[src/rtl/fetch_sequencer.sv]
// fetch_sequencer: IF-stage PC and instruction-fetch control.
//   Selects the next PC (branch > halt > jump > stall > sequential), runs the
//   request/ready handshake against a variable-latency instruction memory,
//   generates the IF/ID write enable and the IF/ID and ID/EX flushes, and owns
//   the core's halt/resume state.
// Optional build macro: BRANCH_DELAY_SLOT_EN (MIPS delay-slot flush rules).
// Ports:
//   clk, reset            clock (rising edge), async active-low reset
//   i_imem_ready          memory returns the instruction for o_pc this cycle
//   i_stall               load-use hazard: hold PC and IF/ID
//   i_branch_taken/target taken branch resolved in EX
//   i_jump/target         jump decoded in ID
//   i_halt, i_start       halt decoded in ID / resume pulse from debug
//   o_pc, o_next_pc       registered fetch address / o_pc + PC_INC
//   o_imem_req            fetch request (low only in HALT)
//   o_fetch_valid         fetched instruction is to be used
//   o_if_id_write         IF/ID load enable
//   o_flush_if_id/id_ex   pipeline-register clears
//   o_halted, o_state     HALT indicator / RUN=0 WAIT=1 HALT=2
module fetch_sequencer #(
  parameter logic [31:0] RESET_PC = 32'h0000_0000,
  parameter logic [31:0] PC_INC   = 32'd4
) (
  input  logic        clk,
  input  logic        reset,
  input  logic        i_imem_ready,
  input  logic        i_stall,
  input  logic        i_branch_taken,
  input  logic [31:0] i_branch_target,
  input  logic        i_jump,
  input  logic [31:0] i_jump_target,
  input  logic        i_halt,
  input  logic        i_start,
  output logic [31:0] o_pc,
  output logic [31:0] o_next_pc,
  output logic        o_imem_req,
  output logic        o_fetch_valid,
  output logic        o_if_id_write,
  output logic        o_flush_if_id,
  output logic        o_flush_id_ex,
  output logic        o_halted,
  output logic [1:0]  o_state
);

  localparam logic [1:0] S_RUN  = 2'd0;
  localparam logic [1:0] S_WAIT = 2'd1;
  localparam logic [1:0] S_HALT = 2'd2;

  logic [1:0]  r_state, w_state_n;
  logic [31:0] r_pc, w_pc_n;
  logic        r_pend_vld, w_pend_vld_n;
  logic        r_pend_br, w_pend_br_n;   // pending redirect came from a branch
  logic [31:0] r_pend_tgt, w_pend_tgt_n;
  logic        w_jump_eff;
  logic        w_active;

  assign o_next_pc  = r_pc + PC_INC;
  // halt and jump both come from ID; halt wins
  assign w_jump_eff = i_jump & ~i_halt;
  assign w_active   = (r_state != S_HALT);

  // state register
  always_ff @(posedge clk or negedge reset) begin
    if (!reset) begin
      r_state    <= S_RUN;
      r_pc       <= RESET_PC;
      r_pend_vld <= 1'b0;
      r_pend_br  <= 1'b0;
      r_pend_tgt <= 32'd0;
    end else begin
      r_state    <= w_state_n;
      r_pc       <= w_pc_n;
      r_pend_vld <= w_pend_vld_n;
      r_pend_br  <= w_pend_br_n;
      r_pend_tgt <= w_pend_tgt_n;
    end
  end

  // next-state / next-PC
  always_comb begin
    w_state_n    = r_state;
    w_pc_n       = r_pc;
    w_pend_vld_n = r_pend_vld;
    w_pend_br_n  = r_pend_br;
    w_pend_tgt_n = r_pend_tgt;
    case (r_state)
      S_RUN, S_WAIT: begin
        if (i_imem_ready) begin
          w_state_n = S_RUN;
          if (r_pend_vld) begin
            // returned instruction is on the wrong path: drop it, redirect
            w_pc_n       = r_pend_tgt;
            w_pend_vld_n = 1'b0;
            w_pend_br_n  = 1'b0;
            w_pend_tgt_n = 32'd0;
          end else if (i_branch_taken) w_pc_n = i_branch_target;
          else if (i_halt)             w_state_n = S_HALT;
          else if (i_jump)             w_pc_n = i_jump_target;
          else if (!i_stall)           w_pc_n = o_next_pc;
        end else begin
          // o_pc must stay stable while the request is outstanding, so
          // redirects are remembered. Halt is not latched: IF/ID is not
          // written while waiting, so ID keeps presenting the halt.
          w_state_n = S_WAIT;
          if (i_branch_taken) begin
            w_pend_vld_n = 1'b1;
            w_pend_br_n  = 1'b1;
            w_pend_tgt_n = i_branch_target;
          end else if (w_jump_eff && !(r_pend_vld && r_pend_br)) begin
            w_pend_vld_n = 1'b1;
            w_pend_br_n  = 1'b0;
            w_pend_tgt_n = i_jump_target;
          end
        end
      end
      S_HALT: if (i_start) w_state_n = S_RUN;
      default: w_state_n = S_RUN;
    endcase
  end

  // outputs
  always_comb begin
    o_pc          = r_pc;
    o_state       = r_state;
    o_halted      = (r_state == S_HALT);
    o_imem_req    = w_active;
    o_fetch_valid = w_active & i_imem_ready & ~r_pend_vld & ~i_stall;
`ifdef BRANCH_DELAY_SLOT_EN
    // delay slot after a jump executes; a taken branch squashes IF/ID only
    o_flush_if_id = w_active & i_branch_taken;
    o_flush_id_ex = 1'b0;
`else
    o_flush_if_id = w_active & (i_branch_taken | w_jump_eff);
    o_flush_id_ex = w_active & i_branch_taken;
`endif
    o_if_id_write = o_fetch_valid | o_flush_if_id;
  end

endmodule

[config.mk]
export PLATFORM = sky130hd
export DESIGN_NAME = fetch_sequencer
export DESIGN_NICKNAME = d
export VERILOG_FILES = /design/src/rtl/fetch_sequencer.sv
export SDC_FILE = /design/constraint.sdc
export NUM_CORES = 1
export LEC_CHECK = 0
export CORE_AREA = 3 3 89 112
export CTS_CLUSTER_SIZE = 12
export DETAILED_ROUTE_END_ITERATION = 12
export DIE_AREA = 0 0 92 115
export PLACE_DENSITY = 0.85
export SYNTH_ARGS = -nofsm -noshare
export SYNTH_HDL_FRONTEND = slang
export SYNTH_SLANG_ARGS = --single-unit
[constraint.sdc]
create_clock -name clk -period 6.9 [get_ports clk]
set_input_delay 1.38 -clock clk [delete_from_list [all_inputs] [get_ports clk]]
set_output_delay 1.38 -clock clk [all_outputs]
set_load 0.03 [all_outputs]
==> reports/summary.md, run 1 <==
### CTS
• 0.33 ns — insertion delay of the later-clocked pin in the worst-skew pair
• yes — CTS tree
• 0 — CTS Hold Bufs
• 9 — TritonCTS Buffers
• 2 — maximum number of buffers from clock root to sink
• 68 — Clock Sinks
• 3 — Clock H-tree levels
• 0.06 ns — clock slew at the register clock pins of the worst setup and hold paths
• 0 — number of buffers added for setup after CTS
• 0 — post-cts repair resize count
• sky130_fd_sc_hd__clkbuf_16 — Clk Tree Root Cell

### Pwr
• 0.002609 µW — static leakage power
• 156.8 µV — Worst IR Drop VDD
• 293.3 nW/µm² — cell area power density

### Placement
• 767 — # placed instances
• 0.8593 — final RePlAce weighted congestion
• 6023 µm² — area post-placement
• 10.38 mm — placed wire-length estimate after detailed placement
• 143 — number of port buffers

### Detailed routing
• 15.45 mm — total wire length
• 4,893 — vias
• 5 — number of search-and-repair iterations in the first detailed-routing pass
• 0 — Post-DRT Antenna Nets
• 0 — drt drc
• 597 — number of design-rule violations left by the first detailed-router iteration
• 6.249 — average vias per placed instance
• 19.74 µm — wire per inst

### Outcome
• finished clean — status

### Timing
• 0 — final setup violating endpoints
• 1.223 ns — slew of the pin with the lowest slew margin
• 4.619 ns — shortest clock period the worst path allows after layout
• 0 ns — Total Neg Setup Slack
• 0.4775 ns — Hold Worst Slack
• 66.94% — Final period util
• 0 — final-report max-slew violation count
• 0.008353 ns — worst-case clock skew
• 0 — final count of hold timing violations
• 216.5 MHz — maximum clock rate
• no — unrepaired setup endpoints after global routing
• 18.30% — headroom to the max-slew limit

### Yosys
• 68 — count of state elements after synthesis
• 100.0% — async set-reset flop share out of synthesis
• compound AO/OA/AOI/OAI gates — dominant combinational cell family by area after synthesis
• 606 — Post-Syn Nets
• 5.026% — post-synthesis xor/xnor area fraction
• 37.56% — proportion of synthesized chip area in sequential cells
• 533 — number of standard cells after synthesis
• sky130_fd_sc_hd__nand2_1 — most repeated cell in the gate-level netlist after synthesis
• sky130_fd_sc_hd__dfrtp_1 — top_reg_cell synth
• 7.788% — multiplexer area fraction after synthesis
• 20.49% — Simple-Gate Fraction of Synth Area
• 37.56% — Yosys top cell area share
• 57 — number of different library cells in the post-synthesis netlist
• sky130_fd_sc_hd__dfrtp_1 — cell type with the largest total area after synthesis
• 0 — Yosys Warn Count
• sky130_fd_sc_hd__dfrtp_1 38%, sky130_fd_sc_hd__mux2i_1 7.3%, sky130_fd_sc_hd__o21ai_0 6.6%, sky130_fd_sc_hd__nand2_1 6.5%, sky130_fd_sc_hd__xnor2_1 2.9% — biggest area contributors in the synthesized netlist
• 0.2762% — area share of fa/ha/maj cells after synthesis
• 4531 µm² — Post-Syn Area
• 0 — Post-synth EDFFs
• 8.500 µm² — per-instance average area after synthesis
• 78 x sky130_fd_sc_hd__nand2_1, 68 x sky130_fd_sc_hd__dfrtp_1, 60 x sky130_fd_sc_hd__o21ai_0 — top post-synthesis cells by count
• 24.44% — compound-gate portion of the synthesized area

### Setup path
• sky130_fd_sc_hd__clkdlybuf4s50_1 — critical path's slowest cell
• 3.86 ns — FF-to-FF setup slack
• 9 — largest fanout on the critical path
• o_pc[30]$_DFFE_PN0P_ — RR Endpoint
• 1 — buffer and inverter count on the worst path
• 5.52 ns — Crit path required time
• register — crit path launch type
• ha_1 > nand2_1 > nor4_4 > nand2_1 > nor2_1 > xor2_1 > clkdlybuf4s50_1 — ordered list of cells on the worst path
• r_pend_vld$_DFFE_PN0P_ — worst flop-to-flop path startpoint
• primary output — kind of capture point of the worst setup path
• sky130_fd_sc_hd__nand2_1 — library cell appearing most often on the critical path
• register to primary output — critical path start-end classification
• simple AND/OR/NAND/NOR gates — category of cells accounting for the largest share of critical-path delay
• 6 — number of cell instances on the worst register-to-register path
• 0.69 ns — slowest stage delay, CP
• 3.24 ns — critical path data arrival time

### Die
• 115 µm — y dimension of the die
• 9076 µm² — placeable core area
• 49.92% — effective utilization at floorplan
• 92 µm — width of the chip
• 10,580 µm² — area of the die
• 144 — I/O pin count
• 39 — FP Rows

### Hold path
• register to register — class of the worst hold path
• 2 — worst hold stages
• r_pend_tgt[15]$_DFFE_PN0P_ — startpoint of the worst hold path
• r_pend_tgt[15]$_DFFE_PN0P_ — hold path endpoint

### Global routing
• 0 — residual overflow from global routing
• 28.72% — all-layer global routing usage
• 24.23 mm — global-route wire length before repair
• 73 — maximum number of pins on one net before global-route repair
• 0 — number of antenna violations at the first check in global routing
• 4,857 — number of global-route vias before repair

### Layout
• 6347 µm² — Final Instance Area
• 0 — Antenna Diode Count
• 718 — number of inserted filler cells in the final layout
• 40.10% — Area Overhead vs Synth
• 728 — fin nets
• 5.909% — proportion of layout cells with a drive suffix above 1
• 783 — fin cells

### Job
• 0 — number of violations of the max-capacitance limit

-- cells by family after synthesis --
logic type                 after synthesis
xor gates and xnor gates                26
adders and majority gates                1
DFF                                     68
buffers and inverters                   51
and+or+nand+nor                        187
muxes                                   35
AOI/OAI and AO/OA                      165
-- flip-flops by register name, indices dropped and copies added, names as in the netlist --
| signal | count |
|---|---|
| r_pend_tgt | 32 |
| o_state | 2 |
| r_pend_vld | 1 |
| r_pend_br | 1 |
| o_pc | 32 |
-- worst min-delay path: stages, from the launching register on --
cell and delay (ns):
sky130_fd_sc_hd__dfrtp_1 0.34, sky130_fd_sc_hd__nand2_1 0.04, sky130_fd_sc_hd__o21ai_0 0.06
-- layout by cell type, fill, tap and decap left out, types with 3 or more instances in the layout --
cell type	synthesis	final
sky130_fd_sc_hd__a211oi_1	4	4
sky130_fd_sc_hd__a21boi_0	7	7
sky130_fd_sc_hd__a21oi_1	19	19
sky130_fd_sc_hd__a221o_1	7	7
sky130_fd_sc_hd__a221oi_1	9	9
sky130_fd_sc_hd__a22o_1	4	4
sky130_fd_sc_hd__a22oi_1	4	4
sky130_fd_sc_hd__a31o_2	4	4
sky130_fd_sc_hd__a31oi_1	3	3
sky130_fd_sc_hd__a32o_1	5	5
sky130_fd_sc_hd__and2_1	3	3
sky130_fd_sc_hd__and3_1	6	6
sky130_fd_sc_hd__and4_1	4	4
sky130_fd_sc_hd__buf_4	2	7
sky130_fd_sc_hd__clkbuf_16	0	9
sky130_fd_sc_hd__clkdlybuf4s50_1	0	141
sky130_fd_sc_hd__dfrtp_1	68	68
sky130_fd_sc_hd__inv_1	11	11
sky130_fd_sc_hd__mux2i_1	33	33
sky130_fd_sc_hd__nand2_1	78	78
sky130_fd_sc_hd__nand2b_1	10	10
sky130_fd_sc_hd__nand3_1	15	15
sky130_fd_sc_hd__nand4_1	9	9
sky130_fd_sc_hd__nor2_1	31	31
sky130_fd_sc_hd__nor3_1	10	10
sky130_fd_sc_hd__nor4_1	3	3
sky130_fd_sc_hd__o211ai_1	4	4
sky130_fd_sc_hd__o21a_1	4	4
sky130_fd_sc_hd__o21ai_0	60	60
sky130_fd_sc_hd__o22ai_1	6	6
sky130_fd_sc_hd__o31ai_1	8	8
sky130_fd_sc_hd__or3_1	4	4
sky130_fd_sc_hd__or4_1	4	4
sky130_fd_sc_hd__xnor2_1	15	15
sky130_fd_sc_hd__xor2_1	11	11
-- power breakdown --
group | switching, µW | total, µW | internal, µW
logic | 450 | 778 | 328
registers | 103 | 577 | 474
clock network | 188 | 507 | 319
total | 740 | 1860 | 1120
-- worst max-delay path by stage --
stage	to	start	cells after the start	slack, ns
2_1_floorplan	o_if_id_write	i_branch_taken	5	2.77
3_3_place_gp	o_if_id_write	i_jump	6	2.37
3_5_place_dp	o_if_id_write	i_imem_ready	5	2.32
4_1_cts	o_next_pc[28]	o_pc[2]$_DFFE_PN0P_	7	2.28
5_1_grt	o_next_pc[28]	o_pc[2]$_DFFE_PN0P_	7	2.11
6_report	o_next_pc[28]	o_pc[2]$_DFFE_PN0P_	7	2.28
-- cell type report --
cell class	count	area [µm²]	area share, %
multi-input combinational	414	2649	41.73
sequential	68	1702	26.81
timing repair buffer	150	1474	23.22
clock buffer	9	225.2	3.548
tap	123	153.9	2.425
clock inverter	7	98.84	1.557
inverter	12	45.04	0.7096
-- metrics by stage --
step / setup slack, ns / power [µW] / util (%)
3_3_place_gp: 2.366 / 1333 / 66.36
5_1_grt: 2.112 / 1932 / 69.93
4_1_cts: 2.281 / 1855 / 69.93
3_5_place_dp: 2.319 / 1351 / 66.36
6_report: 2.281 / 1861 / 69.93
2_1_floorplan: 2.765 / 1013 / -
-- metal layers --
metal / vias to the layer above / share of wire, % / track usage, %
met5: - / 0 / 0
met4: 0 / 2.8 / 12.39
met3: 45 / 8.0 / 4.319
met2: 286 / 51 / 51.51
met1: 2354 / 38 / 34.24
li1: 2208 / - / -
No activity file was read; power rests on OpenSTA's default activity.
==> run 2, diff against run 1 <==
- CORE_AREA: 3 3 89 112 -> 3 3 96 121
- DIE_AREA: 0 0 92 115 -> 0 0 99 124
- PLACE_DENSITY: 0.85 -> 0.77
- clock period: 6.9 -> 4.2 ns (I/O delays scaled with it)
==> reports/summary.md, run 2 (synthesized netlist as in run 1, its figures left out) <==
### Setup path
• 0.68 ns — slowest stage delay, CP, about the same
• register to primary output — critical path start-end classification
• nand4_4 > or4_1 > o31a_1 > or2_2 > clkdlybuf4s50_1 — ordered list of cells on the worst path
• 1 — buffer and inverter count on the worst path, unchanged
• 8 — largest fanout on the critical path, -1
• sky130_fd_sc_hd__or4_1 — critical path's slowest cell
• primary output — kind of capture point of the worst setup path
• simple AND/OR/NAND/NOR gates — category of cells accounting for the largest share of critical-path delay
• 2.97 ns — critical path data arrival time, -0.27 ns
• register — crit path launch type
• 3.36 ns — Crit path required time, -2.16 ns

### Timing
• no — unrepaired setup endpoints after global routing
• 262.5 MHz — maximum clock rate
• 1.140 ns — slew of the pin with the lowest slew margin, -0.08245 ns
• 0 — final count of hold timing violations, unchanged
• 23.99% — headroom to the max-slew limit, +5.7 points
• 0 ns — Total Neg Setup Slack, unchanged
• 0 — final-report max-slew violation count, unchanged
• 0 — final setup violating endpoints, unchanged
• 3.809 ns — shortest clock period the worst path allows after layout
• 0.008243 ns — worst-case clock skew, -0.0001101 ns
• 90.69% — Final period util
• 0.4704 ns — Hold Worst Slack, -0.007091 ns

### Layout
• 6445 µm² — Final Instance Area, +1.5%
• 2649 µm² — area of combinational cells with multiple inputs, unchanged
• 736 — fin nets, +1.1%
• 1702 µm² — storage element area, unchanged
• sky130_fd_sc_hd__clkdlybuf4s50_1 — most common cell after layout, fill and taps aside
• 61.02% — utilization after layout, -8.9 points
• 7.036% — proportion of layout cells with a drive suffix above 1, +1.1 points
• 42.25% — Area Overhead vs Synth
• 0 — Antenna Diode Count, unchanged
• 141 x sky130_fd_sc_hd__clkdlybuf4s50_1, 78 x sky130_fd_sc_hd__nand2_1, 68 x sky130_fd_sc_hd__dfrtp_1 — top library cells by usage in the layout, fill and taps aside
• 925 — number of inserted filler cells in the final layout, +29%

### Pwr
• 3143 µW — total chip power, +69%
• 0.002659 µW — static leakage power, +1.9%
• 487.7 nW/µm² — cell area power density, +66%
• 335.0 µV — Worst IR Drop VDD, +110%

### Global routing
• 0 — number of antenna violations at the first check in global routing, unchanged
• 4,755 — number of global-route vias before repair, -2.1%
• 0 — residual overflow from global routing, unchanged
• 25.47% — all-layer global routing usage, -3.3 points
• 69 — maximum number of pins on one net before global-route repair, -5.5%
• 24.61 mm — global-route wire length before repair, +1.6%

### Detailed routing
• 0 — drt drc, unchanged
• 15.82 mm — total wire length, +2.4%
• 5 — number of search-and-repair iterations in the first detailed-routing pass, unchanged
• 19.78 µm — wire per inst, +0.22%
• 271 — number of design-rule violations left by the first detailed-router iteration, -55%
• 0 — Post-DRT Antenna Nets, unchanged
• 4,872 — vias, -0.43%
• 6.090 — average vias per placed instance, -2.5%

### CTS
• 0 — number of buffers added for setup after CTS, unchanged
• 0 — CTS Hold Bufs, unchanged
• 0.06 ns — clock slew at the register clock pins of the worst setup and hold paths, about the same
• 0 — post-cts repair resize count, unchanged
• yes — CTS tree
• 3 — Clock H-tree levels, unchanged
• 2 — maximum number of buffers from clock root to sink, unchanged
• 0.34 ns — insertion delay of the later-clocked pin in the worst-skew pair, about the same
• sky130_fd_sc_hd__clkbuf_16 — Clk Tree Root Cell
• 9 — TritonCTS Buffers, unchanged
• 68 — Clock Sinks, unchanged

### Die
• 42 — FP Rows, +7.7%
• 12,280 µm² — area of the die, +16%
• 99 µm — width of the chip, +7.6%
• 10,560 µm² — placeable core area, +16%
• 42.89% — effective utilization at floorplan, -7.0 points
• 144 — I/O pin count, unchanged
• 124 µm — y dimension of the die, +7.8%

### Placement
• 0.8922 — final RePlAce weighted congestion, +3.8%
• 143 — number of port buffers, unchanged
• 6095 µm² — area post-placement, +1.2%
• 11.20 mm — placed wire-length estimate after detailed placement, +7.9%

### Hold path
• input port to async pin — class of the worst hold path

### Job
• 0 — number of violations of the max-capacitance limit, unchanged

### Outcome
• finished clean — status

==> run 2: final cells by class <==
type                            instances  share of cell area (%)
Timing Repair Buffer                  158                   23.80
Multi-Input combinational cell        414                   41.10
Tap cell                              132                   2.563
Inverter                               12                  0.6989
Clock inverter                          6                   1.728
Sequential cell                        68                   26.40
Clock buffer                           10                   3.708
==> run 2: path summary, 6_finish.rpt <==
path / from / endpoint / slack [ns] / cells past startpoint
min in group clk: r_pend_tgt[15]$_DFFE_PN0P_ / r_pend_tgt[15]$_DFFE_PN0P_ / 0.47 / 2
hold reg to reg: r_pend_tgt[15]$_DFFE_PN0P_ / r_pend_tgt[15]$_DFFE_PN0P_ / 0.47 / 2
max in group asynchronous: reset / o_pc[11]$_DFFE_PN0P_ / 2.87 / 2
setup / recovery: o_pc[5]$_DFFE_PN0P_ / o_next_pc[27] / 0.39 / 5
setup reg to reg: r_pend_vld$_DFFE_PN0P_ / o_pc[13]$_DFFE_PN0P_ / 1.54 / 7
hold / removal: reset / o_state[1]$_DFFE_PN0P_ / 0.47 / 1
==> run 2: power by group <==
part	total [µW]	leakage [µW]	switching, µW	internal [µW]
logic	1290	0.00163	749	545
clock network	904	0.000169	308	596
registers	946	0.000856	167	779
total	3140	0.00266	1220	1920
==> run 2: layer usage <==
metal,track usage (%),vias up,share of wire (%)
met1,29.90,2376,38
met2,44.71,223,51
li1,-,2226,-
met4,11.87,0,3.6
met3,5.042,47,7.3
met5,0,-,0
==> run 2: stage by stage <==
stage	worst slack, ns	std cells
after CTS	0.3970	800
after floorplan	1.030	533
after global placement	0.7999	784
after detailed placement	0.6945	784
after global routing	0.2467	800
final	0.3909	800
==> run 3, diff against run 2 <==
- RECOVER_POWER: not set -> 100
==> reports/summary.md, run 3 (synthesized netlist as in run 1, its figures left out) <==
### Global routing
• 25.47% — all-layer global routing usage, unchanged
• 69 — maximum number of pins on one net before global-route repair, unchanged
• 24.61 mm — global-route wire length before repair, unchanged
• 0 — residual overflow from global routing, unchanged
• 0 — number of antenna violations at the first check in global routing, unchanged
• 4,755 — number of global-route vias before repair, unchanged

### CTS
• 0.34 ns — insertion delay of the later-clocked pin in the worst-skew pair, about the same
• 0 — post-cts repair resize count, unchanged
• sky130_fd_sc_hd__clkbuf_16 — Clk Tree Root Cell
• 2 — maximum number of buffers from clock root to sink, unchanged
• 68 — Clock Sinks, unchanged
• 0 — CTS Hold Bufs, unchanged
• 0.06 ns — clock slew at the register clock pins of the worst setup and hold paths, about the same
• 9 — TritonCTS Buffers, unchanged
• 3 — Clock H-tree levels, unchanged
• yes — CTS tree
• 0 — number of buffers added for setup after CTS, unchanged

### Setup path
• nand4_4 > or4_1 > o31a_1 > or2_2 > dlygate4sd3_1 — ordered list of cells on the worst path
• 8 — largest fanout on the critical path, unchanged
• register — crit path launch type
• 0.69 ns — slowest stage delay, CP, about the same
• sky130_fd_sc_hd__or4_1 — critical path's slowest cell
• 3.06 ns — critical path data arrival time, +0.09 ns
• 3.36 ns — Crit path required time, about the same
• primary output — kind of capture point of the worst setup path
• register to primary output — critical path start-end classification

### Timing
• 0.4704 ns — Hold Worst Slack, -0.00005900 ns
• 3.902 ns — shortest clock period the worst path allows after layout, +0.09249 ns
• no — unrepaired setup endpoints after global routing
• 92.89% — Final period util, +2.2 points
• 0.008665 ns — worst-case clock skew, +0.0004220 ns
• 0.2984 ns — setup slack of the critical path after layout, -0.09249 ns
• 34 — final-report max-slew violation count, +34
• 0 — final count of hold timing violations, unchanged
• 256.3 MHz — maximum clock rate, -2.4%
• 0 ns — Total Neg Setup Slack, unchanged
• 1.868 ns — slew of the pin with the lowest slew margin, +0.7279 ns
• -24.54% — headroom to the max-slew limit, -49 points
• 0 — final setup violating endpoints, unchanged

### Placement
• 0.6945 ns — pre-CTS WS, unchanged
• 0.8922 — final RePlAce weighted congestion, unchanged
• 11.20 mm — placed wire-length estimate after detailed placement, unchanged
• 143 — number of port buffers, unchanged
• 6095 µm² — area post-placement, unchanged

### Layout
• 78 x sky130_fd_sc_hd__nand2_1, 74 x sky130_fd_sc_hd__dlygate4sd3_1, 68 x sky130_fd_sc_hd__dfrtp_1 — top library cells by usage in the layout, fill and taps aside
• sky130_fd_sc_hd__nand2_1 — most common cell after layout, fill and taps aside
• 5.838% — proportion of layout cells with a drive suffix above 1, -1.2 points
• 6414 µm² — Final Instance Area, -0.49%
• 41.56% — Area Overhead vs Synth
• 0 — Antenna Diode Count, unchanged
• 736 — fin nets, unchanged

### Outcome
• max-capacitance violations, max-slew violations — violations in the final reports
• finished, violations left — status

### Die
• 99 µm — width of the chip, unchanged
• 42.89% — effective utilization at floorplan, unchanged
• 144 — I/O pin count, unchanged
• 42 — FP Rows, unchanged
• 10,560 µm² — placeable core area, unchanged
• 12,280 µm² — area of the die, unchanged
• 124 µm — y dimension of the die, unchanged

### Detailed routing
• 15.73 mm — total wire length, -0.59%
• 322 — number of design-rule violations left by the first detailed-router iteration, +19%
• 4,875 — vias, +0.062%
• 5 — number of search-and-repair iterations in the first detailed-routing pass, unchanged
• 0 — drt drc, unchanged
• 0 — Post-DRT Antenna Nets, unchanged
• 6.094 — average vias per placed instance, about the same
• 19.66 µm — wire per inst, -0.59%

### Pwr
• 0.002701 µW — static leakage power, +1.6%
• 3068 µW — total chip power, -2.4%
• 322.1 µV — Worst IR Drop VDD, -3.8%
• 478.3 nW/µm² — cell area power density, -1.9%

### Hold path
• register to register — class of the worst hold path

### Job
• 1 — number of violations of the max-capacitance limit, +1

[run 3: cell count changes in the layout (fill, tap and decap cells not counted), moves of 2 or more]
cell                              change
sky130_fd_sc_hd__buf_4                -8
sky130_fd_sc_hd__dlygate4sd3_1       +74
sky130_fd_sc_hd__clkbuf_2             +2
sky130_fd_sc_hd__clkbuf_1             +7
sky130_fd_sc_hd__clkdlybuf4s50_1     -74
[run 3: final timing paths]
path                                       startpoint                    endpoint  slack, ns  depth (start not counted)
setup / recovery                  o_pc[5]$_DFFE_PN0P_               o_next_pc[27]       0.30                          5
hold / removal             r_pend_tgt[15]$_DFFE_PN0P_  r_pend_tgt[15]$_DFFE_PN0P_       0.47                          2
setup reg to reg               r_pend_vld$_DFFE_PN0P_        o_pc[13]$_DFFE_PN0P_       0.56                          7
hold reg to reg            r_pend_tgt[15]$_DFFE_PN0P_  r_pend_tgt[15]$_DFFE_PN0P_       0.47                          2
max in group asynchronous                       reset   r_pend_tgt[7]$_DFFE_PN0P_       1.11                          2
min in group asynchronous                       reset      o_state[1]$_DFFE_PN0P_       0.75                          1
[run 3: worst max-delay path, delay by kind of cell (launching register included)]
kind | cells | cell delay [ns]
buf+inv | 1 | 0.69
compound gates | 1 | 0.34
simple gates | 3 | 1.21
flops | 1 | 0.49
[run 3: layer usage]
layer / up-vias / part of all wire (%) / track usage (%)
li1: 2239 / - / -
met1: 2364 / 38 / 29.90
met2: 219 / 51 / 44.71
met3: 53 / 7.0 / 5.042
met4: 0 / 3.9 / 11.87
met5: - / 0 / 0
[run 3: final cells by class]
class                   count  area, µm²
clock buffers              10      239.0
fillers                   937       4149
flip-flops and latches     68       1702
inverters                  12      45.04
multi-input cells         414       2646
well taps                 132      165.2
repair buffers            158       1505
clock inverters             6      111.4
[run 3: power by group]
| part | internal (µW) | switching (µW) | leakage (µW) | total [µW] |
|---|---|---|---|---|
| clock network | 596 | 307 | 0.000169 | 903 |
| logic | 480 | 744 | 0.00168 | 1220 |
| registers | 779 | 162 | 0.000856 | 941 |
| total | 1850 | 1210 | 0.00270 | 3070 |
[run 3: through the flow]
stage	std cells	utilization [%]
2_1_floorplan	533	-
3_5_place_dp	784	57.70
5_1_grt	800	60.72
6_report	800	60.72
4_1_cts	800	61.02
3_3_place_gp	784	57.70
